$ cat config.mk
export PLATFORM = sky130hd
export DESIGN_NAME = shift_tx_ctrl
export DESIGN_NICKNAME = d
export VERILOG_FILES = /design/src/rtl/shift_tx_ctrl.sv
export SDC_FILE = /design/constraint.sdc
export NUM_CORES = 1
export LEC_CHECK = 0
export ABC_AREA = 0
export CAP_MARGIN = 15
export CELL_PAD_IN_SITES_DETAIL_PLACEMENT = 1
export CELL_PAD_IN_SITES_GLOBAL_PLACEMENT = 2
export CORE_MARGIN = 2
export CORE_UTILIZATION = 35
export DETAILED_ROUTE_END_ITERATION = 8
export PLACE_DENSITY = 0.8
export SETUP_SLACK_MARGIN = 0.4
export SYNTH_ARGS = -nofsm -noshare
export SYNTH_HDL_FRONTEND = slang
export SYNTH_SLANG_ARGS = --single-unit
$ cat constraint.sdc
create_clock -name C -period 2.4 [get_ports C]
set_input_delay 0.48 -clock C [delete_from_list [all_inputs] [get_ports C]]
set_output_delay 0.48 -clock C [all_outputs]
set_load 0.1 [all_outputs]
$ cat src/rtl/shift_tx_ctrl.sv
// shift_tx_ctrl: sequencer that serialises parallel words MSB-first onto the SI
// input of a WIDTH-stage left shift register that shares its clock (C) and clear (CLR).
// It tracks every bit through the register, so it can flag when SO carries data
// and when the last bit of a word leaves SO.
//
// Ports:
//   C          clock, all state updates on posedge
//   CLR        asynchronous active-high clear (same net as the shift register's CLR)
//   din        parallel word to transmit
//   din_valid  upstream word present on din
//   din_ready  word on din is taken on this edge when din_valid is also high
//   SI         serial bit to the shift register (0 fill when idle)
//   so_valid   SO currently carries a data bit
//   done       one-cycle pulse: SO currently carries the LSB of a word
//   busy       a word is being shifted in, or data bits remain in the shift register
module shift_tx_ctrl #(
  parameter int unsigned WIDTH = 8,
  parameter int unsigned GAP   = 0
) (
  input  logic             C,
  input  logic             CLR,
  input  logic [WIDTH-1:0] din,
  input  logic             din_valid,
  output logic             din_ready,
  output logic             SI,
  output logic             so_valid,
  output logic             done,
  output logic             busy
);

  localparam int unsigned CNT_W  = (WIDTH > 1) ? $clog2(WIDTH) : 1;
  localparam int unsigned GCNT_W = 8;

  localparam logic [CNT_W-1:0]  LAST_BIT = CNT_W'(WIDTH - 1);
  localparam logic [CNT_W-1:0]  PENULT   = CNT_W'(WIDTH - 2);
  // Only meaningful when GAP > 0; the GAP state is unreachable otherwise.
  localparam logic [GCNT_W-1:0] LAST_GAP = GCNT_W'(GAP - 1);

  typedef enum logic [1:0] {
    ST_IDLE  = 2'd0,
    ST_SHIFT = 2'd1,
    ST_GAP   = 2'd2
  } state_t;

  state_t             state, state_n;
  logic [CNT_W-1:0]   cnt, cnt_n;
  logic [GCNT_W-1:0]  gcnt, gcnt_n;
  logic [WIDTH-1:0]   hold, hold_n;
  logic               si_n;
  logic               si_valid, si_valid_n;
  logic               si_last, si_last_n;
  logic [WIDTH-1:0]   vsh, vsh_n;
  logic [WIDTH-1:0]   lsh, lsh_n;
  logic               din_ready_n;
  logic               busy_n;
  logic               accept;
  logic               load;

  // State and output registers.
  always_ff @(posedge C or posedge CLR) begin
    if (CLR) begin
      state     <= ST_IDLE;
      cnt       <= '0;
      gcnt      <= '0;
      hold      <= '0;
      SI        <= 1'b0;
      si_valid  <= 1'b0;
      si_last   <= 1'b0;
      vsh       <= '0;
      lsh       <= '0;
      din_ready <= 1'b1;
      busy      <= 1'b0;
    end else begin
      state     <= state_n;
      cnt       <= cnt_n;
      gcnt      <= gcnt_n;
      hold      <= hold_n;
      SI        <= si_n;
      si_valid  <= si_valid_n;
      si_last   <= si_last_n;
      vsh       <= vsh_n;
      lsh       <= lsh_n;
      din_ready <= din_ready_n;
      busy      <= busy_n;
    end
  end

  // Next state, serial datapath and per-bit tags for the bit going onto SI.
  always_comb begin
    state_n    = state;
    cnt_n      = cnt;
    gcnt_n     = gcnt;
    hold_n     = hold;
    si_n       = 1'b0;
    si_valid_n = 1'b0;
    si_last_n  = 1'b0;
    load       = 1'b0;
    accept     = din_valid & din_ready;

    case (state)
      ST_IDLE: begin
        load = accept;
      end
      ST_SHIFT: begin
        if (cnt == LAST_BIT) begin
          // LSB is on SI now: either open a gap or chain the next word with no bubble.
          if (GAP > 0) begin
            state_n = ST_GAP;
            gcnt_n  = '0;
          end else if (accept) begin
            load = 1'b1;
          end else begin
            state_n = ST_IDLE;
          end
        end else begin
          si_n       = hold[WIDTH-1];
          hold_n     = hold << 1;
          cnt_n      = cnt + 1'b1;
          si_valid_n = 1'b1;
          si_last_n  = (cnt == PENULT);
        end
      end
      ST_GAP: begin
        if (gcnt == LAST_GAP) begin
          if (accept) begin
            load = 1'b1;
          end else begin
            state_n = ST_IDLE;
          end
        end else begin
          gcnt_n = gcnt + 1'b1;
        end
      end
      default: begin
        state_n = ST_IDLE;
      end
    endcase

    // Word load: MSB straight onto SI, remainder parked in hold.
    if (load) begin
      state_n    = ST_SHIFT;
      si_n       = din[WIDTH-1];
      hold_n     = din << 1;
      cnt_n      = '0;
      si_valid_n = 1'b1;
      si_last_n  = (WIDTH == 1);
    end
  end

  // Registered outputs derived from the next-cycle state.
  always_comb begin
    din_ready_n = 1'b0;
    case (state_n)
      ST_IDLE:  din_ready_n = 1'b1;
      ST_SHIFT: din_ready_n = (GAP == 0) && (cnt_n == LAST_BIT);
      ST_GAP:   din_ready_n = (gcnt_n == LAST_GAP);
      default:  din_ready_n = 1'b0;
    endcase

    // Shadow registers mirror the shift register so the tags exit alongside SO.
    vsh_n  = {vsh[WIDTH-2:0], si_valid};
    lsh_n  = {lsh[WIDTH-2:0], si_last};
    busy_n = (state_n != ST_IDLE) | si_valid_n | (|vsh_n);
  end

  assign so_valid = vsh[WIDTH-1];
  assign done     = lsh[WIDTH-1];

endmodule

==> results by group <==
Run status
  – Status: finished clean

Placed design
  – Port Buffers: 15
  – Global placer's final weighted congestion: ~0.82
  – Dpl hpwl: between 2000 and 3000 um
  – Worst slack, placed: 300.9 ps

Finish
  – Fraction of layout cells with a size suffix above 1: 24.04%
  – Layout net count: 200
  – Most frequent cells in the layout: dfrtp_1, nand2_1, buf_4, clkdlybuf4s50_1, o21ai_0
  – Final core occ: between 40 and 50%
  – Syn-to-layout area delta: 23.96%
  – Ant. Diodes: 0
  – Commonest non-fill, non-tap cell in the layout: dfrtp_1

Floorplan
  – I/O Pins: 16
  – Num rows: 26
  – CORE AREA: approximately 5000 um2
  – Initial Utilization: roughly 36%
  – Die area: around 5700 um2
  – Die Wd: about 76 um
  – DIE HEIGHT: around 76 um

Logic synthesis
  – Yosys top cell area share: between 50% and 60%
  – Yosys reg bits: between 40 and 50
  – Area contributors post-synth: dfrtp_1, ha_1, mux2i_1, nand2_1, o21ai_0
  – Sequential-to-total area share from yosys stat: 57.01%
  – Avg Cell Area, Syn: roughly 11 um2
  – Area leader, netlist: dfrtp_1
  – Cells after Synth: approximately 160
  – Post-synth ARST share: 100.0%
  – Number of synthesized flops with an enable pin: 0
  – Yosys warnings: 0
  – Netlist cell types: 39
  – Synthesized cell area: approximately 1800 um2
  – Dominant synthesized flop cell: dfrtp_1
  – Post-Syn Nets: around 180

STA
  – Setup Viol. Count Final: 0
  – Period minus WS final: about 1900 ps
  – Final setup TNS: 0 ps
  – Fin worst setup slack: between 400 and 500 ps
  – Fin crit share: approximately four fifths
  – Final hold vios: 0
  – Max Fclk: around 500 MHz
  – RSZ-0062 raised after global routing: true
  – Slew @ Worst Pin: slightly above 500 ps
  – Skew final: 7.694 ps
  – Slew HR: 65.72%
  – Pins Over Slew Limit: 0

Routing
  – Final wirelength: ~3900 um
  – DR vias: 1242
  – Drt pass-1 iters: 4
  – Post-route ant nets: 0
  – DR iter-0 viols: 31
  – DRC Markers: 0
  – Avg WL per Cell: roughly 15 um
  – Vias/cell: around 4.9
  – Met1 wire length: roughly 1600 um
  – Met3 WL post-DR: around 110 um
  – Top layer in use: met4
  – Met2 WL post-DR: about 2100 um

Power and ir drop
  – Cell Int Power: roughly 0.0015 W
  – Fraction of power consumed by sequential logic: 42.5%
  – Sw frac: 38.84%
  – Maximum vdd drop: 695.0 uV
  – LEAKAGE: between 1 and 1.5 nW
  – Sw power: roughly 0.00096 W
  – Combinational Power Share: 40.1%
  – Clock power share: between 15 and 20%
  – PD cells: between 1000 and 1500 nW/um2
  – Design Power: roughly 0.0025 W

Setup path
  – Worst Path Max Fanout: 11
  – Crit path DAT: 2110 ps
  – Required time worst endpoint: 2570 ps
  – CP endpoint kind: register
  – Worst setup SP type: register
  – Flop2flop setup slack: about 460 ps
  – Setup Crit Path Kind: register to register

Clocking
  – TritonCTS buffer count: 5
  – Clk pin slew, worst setup/hold paths: approximately 80 ps
  – Clock latency on the worst-skew pair: 290 ps
  – CTS max path bufs: 2
  – TritonCTS Sinks: just over 40
  – Root buf cell: clkbuf_8
  – CTS tree: built
  – CTS HTree Levels: 2

GRT
  – GRT Util Overall: 14.97%
  – Gr ovfl total: 0
  – Vias in the first global route: approximately 1400
  – Initial antenna violation count: 0
  – Maximum number of pins on one net before global-route repair: 42
  – Global-route wire length before repair: 6382 um

Job
  – Max-cap violations: 0

Hold path
  – Hold Path Class: register to register
-- logic make-up (layout without fill, tap and decap cells) --
group | count (synthesis) | in the layout | synth area share, %
adder cells (fa/ha/maj) | 7 | 7 | 4.861
multiplexers | 10 | 10 | 5.695
flip-flops | 41 | 41 | 57.01
buffers and inverters | 15 | 41 | 4.097
AO/OA/AOI/OAI | 25 | 25 | 9.167
AND/OR/NAND/NOR | 52 | 52 | 15.76
XOR/XNOR | 7 | 7 | 3.403
-- power groups by stage --
stage | Sequential (W) | Combinational [W] | Clock (W)
after floorplan | 0.00122 | 0.000471 | 0
after global placement | 0.00104 | 0.000795 | 0
after detailed placement | 0.00106 | 0.000844 | 0
after CTS | 0.00105 | 0.000856 | 0.000446
after global routing | 0.00108 | 0.00108 | 0.000487
final | 0.00105 | 0.000992 | 0.000431
-- worst max-delay path, stage by stage (launching register included) --
cell	delay, ps
dfrtp_2	460
inv_2	120
ha_4	200
nand4b_1	160
o311a_4	240
nor3_4	40
buf_4	150
clkbuf_16	160
or2_2	290
-- per-stage QoR --
stage / hold slack, ps / cell area [um2] / cells
6_report: 356.9 / 2233 / 253
5_1_grt: 363.5 / 2233 / 253
4_1_cts: 356.9 / 2102 / 247
3_5_place_dp: 338.7 / 2009 / 239
3_3_place_gp: 332.2 / 2009 / 239
2_1_floorplan: 331.2 / 1802 / 157
-- flip-flops by register name, indices dropped and copies added (netlist names) --
signal,flops
gcnt,8
lsh,8
vsh,8
hold,7
cnt,3
state,2
SI,1
busy,1
din_ready,1
si_last,1
si_valid,1
-- metal layers --
layer  up-vias  GRT usage, %
li1        591             -
met1       620         16.93
met2        22         27.30
met3         9         3.571
met4         0         5.263
met5         -             0
-- what timing repair did --
item,4_1_cts,5_1_grt
gates cloned,0,2
pin swaps,0,1
hold buffers,0,0
resized for setup,4,11
setup buffers,0,4
endpoints found under the hold margin,0,0
setup endpoints to repair,16,11
-- layout make-up --
cell class | instances | area, um2
Inverter | 9 | 33.78
Sequential cell | 41 | 1031
Clock buffer | 6 | 72.57
Clock inverter | 2 | 10.01
Timing Repair Buffer | 24 | 252.7
Fill cell | 537 | 2809
Tap cell | 70 | 87.58
Multi-Input combinational cell | 101 | 745.7
-- path summary, 6_finish.rpt --
path | from | to | cells after the start
max reg2reg | state[0] | si_valid | 8
min in group asynchronous | CLR | hold[1] | 3
max in group asynchronous | CLR | state[1] | 3
min | lsh[6] | lsh[7] | 0
min reg2reg | lsh[6] | lsh[7] | 0
max | state[0] | si_valid | 8
-- synthesized netlist by cell type (all sizes together) (2+ instances only) --
cell    count
or2         3
clkbuf      2
and4        2
nand2      19
nor2b       2
nand3       5
or4         2
xnor2       3
ha          7
nor3        2
buf         4
xor2        4
mux2        2
a31oi       4
o21ai      12
a21oi       3
mux2i       8
nor2        8
dfrtp      40
inv         9
nand4       4
Power figures use the tool's default switching activity.
